--- config.mk ---
export PLATFORM = sky130hd
export DESIGN_NAME = avalon_bus_master
export DESIGN_NICKNAME = d
export VERILOG_FILES = /design/src/rtl/avalon_pkg.sv /design/src/rtl/avalon_lane_align.sv /design/src/rtl/avalon_bus_master.sv
export SDC_FILE = /design/constraint.sdc
export NUM_CORES = 1
export LEC_CHECK = 0
export ABC_AREA = 1
export ABC_CLOCK_PERIOD_IN_PS = 2200
export BUFFER_PORTS_ARGS = -buffer_cell sky130_fd_sc_hd__buf_2
export CAP_MARGIN = 20
export CELL_PAD_IN_SITES_DETAIL_PLACEMENT = 1
export CELL_PAD_IN_SITES_GLOBAL_PLACEMENT = 2
export CORE_UTILIZATION = 27
export DETAILED_ROUTE_END_ITERATION = 8
export GPL_TIMING_DRIVEN = 0
export MAX_ROUTING_LAYER = met4
export PLACE_DENSITY = 0.84
export SLEW_MARGIN = 25
export SYNTH_ARGS = -nofsm -noshare
export SYNTH_HDL_FRONTEND = slang
export SYNTH_SLANG_ARGS = --single-unit
export TNS_END_PERCENT = 20
--- constraint.sdc ---
create_clock -name clk -period 2.2 [get_ports clk]
set_input_delay 0.11 -clock clk [delete_from_list [all_inputs] [get_ports clk]]
set_output_delay 0.11 -clock clk [all_outputs]
set_load 0.05 [all_outputs]
--- src/rtl/avalon_pkg.sv ---
// Shared types and lane-mask constants for the Avalon-MM bus master.
package avalon_pkg;

  typedef enum logic [1:0] {
    SIZE_BYTE = 2'd0,
    SIZE_HALF = 2'd1,
    SIZE_WORD = 2'd2
  } size_e;

  typedef enum logic [1:0] {
    IDLE   = 2'd0,
    BUS    = 2'd1,
    RDWAIT = 2'd2,
    RESP   = 2'd3
  } state_e;

  localparam logic [3:0] LANE_BYTE    = 4'b0001;
  localparam logic [3:0] LANE_HALF_LO = 4'b0011;
  localparam logic [3:0] LANE_HALF_HI = 4'b1100;
  localparam logic [3:0] LANE_WORD    = 4'b1111;

endpackage

--- src/rtl/avalon_lane_align.sv ---
// Little-endian lane steering: byteenable, lane-shifted store data and
// extended load data. Pure combinational.
module avalon_lane_align
  import avalon_pkg::*;
(
  input  logic [1:0]  addr_lo,
  input  logic [1:0]  size,
  input  logic        sgn,
  input  logic [31:0] wdata,
  input  logic [31:0] rdata,
  output logic [3:0]  be,
  output logic [31:0] wdata_lane,
  output logic [31:0] rdata_ext
);

  logic [4:0]  sh;
  logic [31:0] wmask;
  logic [31:0] rsh;

  always_comb begin
    be        = LANE_WORD;
    sh        = 5'd0;
    wmask     = wdata;
    rsh       = 32'h0;
    rdata_ext = 32'h0;
    case (size)
      SIZE_BYTE: begin
        be    = LANE_BYTE << addr_lo;
        sh    = {addr_lo, 3'b000};
        wmask = {24'h0, wdata[7:0]};
      end
      SIZE_HALF: begin
        be    = addr_lo[1] ? LANE_HALF_HI : LANE_HALF_LO;
        sh    = {addr_lo[1], 4'b0000};
        wmask = {16'h0, wdata[15:0]};
      end
      default: ;  // reserved size 3 behaves as word
    endcase
    wdata_lane = wmask << sh;
    rsh        = rdata >> sh;
    case (size)
      SIZE_BYTE: rdata_ext = {{24{sgn & rsh[7]}},  rsh[7:0]};
      SIZE_HALF: rdata_ext = {{16{sgn & rsh[15]}}, rsh[15:0]};
      default:   rdata_ext = rsh;
    endcase
  end

endmodule

--- src/rtl/avalon_bus_master.sv ---
// CPU load/store to Avalon-MM master bridge with fixed read latency.
// Optional misalignment trap: define AVALON_MASTER_ALIGN_CHECK_EN.
module avalon_bus_master
  import avalon_pkg::*;
#(
  parameter int RDATA_LATENCY = 1
) (
  input  logic        clk,
  input  logic        rst_n,
  input  logic        req_valid,
  output logic        req_ready,
  input  logic        req_write,
  input  logic [31:0] req_addr,
  input  logic [1:0]  req_size,
  input  logic        req_signed,
  input  logic [31:0] req_wdata,
  output logic        rsp_valid,
  output logic [31:0] rsp_rdata,
  output logic        rsp_err,
  output logic [31:0] address,
  output logic        read,
  output logic        write,
  output logic [3:0]  byteenable,
  output logic [31:0] writedata,
  input  logic        waitrequest,
  input  logic [31:0] readdata
);

  localparam logic [2:0] LAT = 3'(RDATA_LATENCY);

  state_e      state_q, state_d;
  logic        live_q;
  logic        is_wr_q, sgn_q;
  logic [1:0]  lo_q, size_q;
  logic [2:0]  lat_q;
  logic        accept, misal, idle;
  logic [1:0]  al_lo, al_size;
  logic [3:0]  al_be;
  logic [31:0] al_wdata, al_rdata;

  assign idle      = (state_q == IDLE);
  // live_q keeps ready low until the first clock edge after reset release
  assign req_ready = live_q && idle;
  assign accept    = req_valid && req_ready;
  assign rsp_valid = (state_q == RESP);

`ifdef AVALON_MASTER_ALIGN_CHECK_EN
  assign misal = ((req_size == SIZE_HALF) && req_addr[0]) ||
                 (req_size[1] && (req_addr[1:0] != 2'b00));
`else
  assign misal   = 1'b0;
  assign rsp_err = 1'b0;
`endif

  // Request fields steer the lanes at accept; registered copies afterwards.
  assign al_lo   = idle ? req_addr[1:0] : lo_q;
  assign al_size = idle ? req_size      : size_q;

  avalon_lane_align u_align (
    .addr_lo    (al_lo),
    .size       (al_size),
    .sgn        (sgn_q),
    .wdata      (req_wdata),
    .rdata      (readdata),
    .be         (al_be),
    .wdata_lane (al_wdata),
    .rdata_ext  (al_rdata)
  );

  always_comb begin
    state_d = state_q;
    case (state_q)
      IDLE:    if (accept) state_d = misal ? RESP : BUS;
      BUS:     if (!waitrequest) state_d = is_wr_q ? RESP : RDWAIT;
      RDWAIT:  if (lat_q == LAT) state_d = RESP;
      RESP:    state_d = IDLE;
      default: state_d = IDLE;
    endcase
  end

  always_ff @(posedge clk or negedge rst_n) begin
    if (!rst_n) begin
      state_q    <= IDLE;
      live_q     <= 1'b0;
      is_wr_q    <= 1'b0;
      sgn_q      <= 1'b0;
      lo_q       <= 2'b00;
      size_q     <= 2'b00;
      lat_q      <= 3'd0;
      address    <= 32'h0;
      read       <= 1'b0;
      write      <= 1'b0;
      byteenable <= 4'h0;
      writedata  <= 32'h0;
      rsp_rdata  <= 32'h0;
    end else begin
      state_q <= state_d;
      live_q  <= 1'b1;
      case (state_q)
        IDLE: if (accept) begin
          is_wr_q   <= req_write;
          sgn_q     <= req_signed;
          lo_q      <= req_addr[1:0];
          size_q    <= req_size;
          rsp_rdata <= 32'h0;
          if (!misal) begin
            address    <= {req_addr[31:2], 2'b00};
            read       <= !req_write;
            write      <= req_write;
            byteenable <= al_be;
            writedata  <= req_write ? al_wdata : 32'h0;
          end
        end
        BUS: if (!waitrequest) begin
          read  <= 1'b0;
          write <= 1'b0;
          lat_q <= 3'd1;
        end
        RDWAIT: begin
          if (lat_q == LAT) rsp_rdata <= al_rdata;
          else              lat_q     <= lat_q + 3'd1;
        end
        default: ;
      endcase
    end
  end

`ifdef AVALON_MASTER_ALIGN_CHECK_EN
  always_ff @(posedge clk or negedge rst_n) begin
    if (!rst_n)      rsp_err <= 1'b0;
    else if (accept) rsp_err <= misal;
  end
`endif

endmodule

==> flow_summary.toml <==
[cells_and_area]
num-fill-cells = 2443
synthToLayoutAreaGrowth_pct = 42.7
drive_gt1_share_pct = 31.3
final_nets = 1075
final_cells = 1239

[route]
via_per_inst = 4.48
drt-total-wl_mm = 20.6
drc = 0
first_iter_violations = 193
wl_per_cell_um = 16.6
final_antenna_net_count = 0
detailroute.via_count = 5554
dr.pass1.iters = 4

[floorplanning]
fp.coreArea_um2 = 19700
die_h_um = 145
rows = 51
io_pins = 209
initial_core_util_pct = 27.9
die_width_um = 145
die_area_um2 = 20900

[logic_synthesis]
ys_seq_elements = 112
yosysMostFrequentCell = "nand2_1"
yosys.area.top_type_share_pct = 51.0
synthFlopType = "dfrtp_1"
yosysSeqAreaShare_pct = 51.0
synthAdderAreaFrac_pct = 1.37
synth.distinct_cells = 34
synth-compound-area-share_pct = 9.06
async_reset_ff_share_pct = 100
synth_common_cells = "332 x nand2_1, 112 x dfrtp_1, 52 x o21ai_0"
yosysTopAreaCell = "dfrtp_1"
synthMuxAreaShare_pct = 0.410
synth_top_family_by_area = "simple AND/OR/NAND/NOR gates"
synth_edf_count = 0
synthXorXnorAreaFrac_pct = 0.159
ys_top_cells_by_area = "dfrtp_1 51%, nand2_1 23%, o21ai_0 4.7%, nand3_1 3.3%, inv_1 2.6%"
syn_inst = 698
ys_warn_count = 0
syn_area_per_cell_um2 = 7.88
synth-simple-area-share_pct = 31.1
synthesis.area_um2 = 5500

[power_and_ir_drop]
power_density_nw_per_um2 = 1750
cellLeakagePower_uw = 0.00441
design_power_total_uw = 13800
ir_worst_vdd_mv = 0.568

[clock_network]
cts_root_buf = "clkbuf_16"
cts_buffers = 9
cts.htree.levels = 3
cts.clk_slew.worst_paths_ns = 0.08
clock_path_buffers = 2
cts_sinks = 112
insertion_delay_ns = 0.36
cts_tree = "yes"

[setup_path]
crit_fanout = 10
ff2ff_path_depth = 15
worstReg2RegStart = "state_q[0]$_DFFE_PN0P_"
arrival_ns = 2.34
worstSetupPathType = "reg2reg"
cp-end-kind = "flip-flop"
cp.required_ns = 2.50
max_stage_delay_ns = 0.43
r2r_slack_ns = 0.16
crit_slowest_cell = "dfrtp_1"
reg2reg_to = "rsp_rdata[14]$_DFFE_PN0P_"
crit_chain = "inv_2 -> ha_4 -> buf_8 -> nand2_2 -> nand2_4 -> nand2_8 -> nor2_8 -> buf_8 -> buf_8 -> nand2_1 -> nand3_1 -> nand3_1 -> nand2_1 -> nand2_1 -> nand2_1"
path_common_cell = "nand2_1"
startpoint_type = "flip-flop"

[timing]
holdWs_ns = 0.0129
maxSlewHeadroom_pct = 61.8
slew_viol_final = 0
fmax_mhz = 490
setup_ws_ns = 0.157
fin_skew_ns = 0.00935
worstMarginPinSlew_ns = 0.573
grt_setup_unrepaired = "true"
setup_viol = 0
hold_viol_final = 0
min_period_ns = 2.04
timing.final.crit_share_pct = 92.9

[global_routing]
grt-ovfl-total = 0
track_usage_pct = 20.8
grt_antenna_before_repair = 4
grt_pass1_wl_mm = 31.6
grt_pass1_vias = 5858
grt_max_degree = 72

[run]
maxCapViolations = 0

[place]
gp_congestion = 0.797
io_buffer_count = 205
dp_slack_ns = -0.276
dp_cells = 1171
dpl.hpwl_mm = 14.9

[hold_path]
hold_path_depth = 3
worstHoldEndpoint = "writedata[29]$_DFFE_PN0P_"
hold_path_class = "in2reg"
holdCritStartpoint = "req_wdata[29]"

[outcome]
outcome = "completed"
-- layout by cell type (no fill, tap or decap), drive strengths merged, types with 15 or more instances in the layout --
| cell type | Yosys | final |
|---|---|---|
| inv | 41 | 44 |
| buf | 25 | 245 |
| clkbuf | 13 | 22 |
| a21oi | 17 | 17 |
| dfrtp | 112 | 112 |
| o21ai | 58 | 58 |
| nand3 | 41 | 41 |
| dlygate4sd3 | 0 | 35 |
| nor2 | 15 | 15 |
| nand2 | 345 | 345 |
-- report_power, final --
group	switching (uW)	internal [uW]	total (uW)
clock network	828	1050	1880
registers	448	2910	3360
logic	6200	2320	8520
-- worst max-delay path, delay by kind of cell (launching register included) --
| family | cells | cell delay, ns |
|---|---|---|
| buf+inv | 4 | 0.55 |
| simple gates | 10 | 0.83 |
| flops | 1 | 0.43 |
| fa+ha+maj | 1 | 0.16 |
-- per-stage QoR --
step | setup TNS (ns) | utilization, % | instance area [um^2]
2_1_floorplan | 0 | - | 5510
3_5_place_dp | -11.06 | 35.0 | 6900
5_1_grt | -0.0337 | 39.8 | 7850
6_report | 0 | 39.8 | 7850
4_1_cts | -0.0490 | 39.2 | 7730
3_3_place_gp | -65.55 | 34.8 | 6860
-- how the worst max path moves through the flow --
| stage | startpoint | end | slack (ns) | depth (start not counted) |
|---|---|---|---|---|
| 2_1_floorplan | state_q[0]$_DFFE_PN0P_ | rsp_rdata[21]$_DFFE_PN0P_ | 0.07 | 14 |
| 3_3_place_gp | rst_n | address[29]$_DFFE_PN0P_ | -0.53 | 1 |
| 3_5_place_dp | state_q[0]$_DFFE_PN0P_ | writedata[29]$_DFFE_PN0P_ | -0.28 | 11 |
| 4_1_cts | state_q[0]$_DFFE_PN0P_ | rsp_rdata[19]$_DFFE_PN0P_ | -0.04 | 15 |
| 5_1_grt | state_q[0]$_DFFE_PN0P_ | writedata[24]$_DFFE_PN0P_ | -0.02 | 13 |
| 6_report | state_q[0]$_DFFE_PN0P_ | rsp_rdata[14]$_DFFE_PN0P_ | 0.16 | 15 |
-- registers in the layout, summed over array words and instances, names as in the netlist --
name	count
read	1
byteenable	4
is_wr_q	1
address	30
lat_q	3
lo_q	2
writedata	32
size_q	2
sgn_q	1
write	1
rsp_rdata	32
state_q	2
live_q	1
-- per-layer routing --
metal	vias up	wire [um]	track usage (%)
met5	-	0	-
met4	0	340	6.59
met3	23	1220	3.78
met2	163	9720	34.1
met1	2636	9310	26.1
li1	2732	-	-
-- cell families (layout without fill, tap and decap cells) --
group,Yosys count,count (layout)
simple gates,404,404
flops,112,112
compound gates,91,91
buf+inv,80,350
fa+ha+maj,6,6
other cells,2,8
mux,2,2
xor+xnor,1,1
-- what timing repair did --
item                                    in CTS  in global routing
gates resized for setup                     21                 28
pin swaps                                    3                  2
cloned                                       0                  0
hold buffers                                35                  0
setup buffers                               10                  3
endpoints found under the setup margin      80                 80
hold endpoints to repair                    75                  0
-- area by class of cell --
type	instances	area, um^2	share of cell area (%)
inverters	42	163	2.07
diodes	4	10.0	0.128
repair buffers	254	1520	19.4
flip-flops and latches	112	2800	35.7
well taps	265	332	4.23
clock buffers	10	239	3.05
clock inverters	6	97.6	1.24
plain buffers	38	264	3.37
multi-input cells	508	2410	30.8
Power figures use the tool's default switching activity.
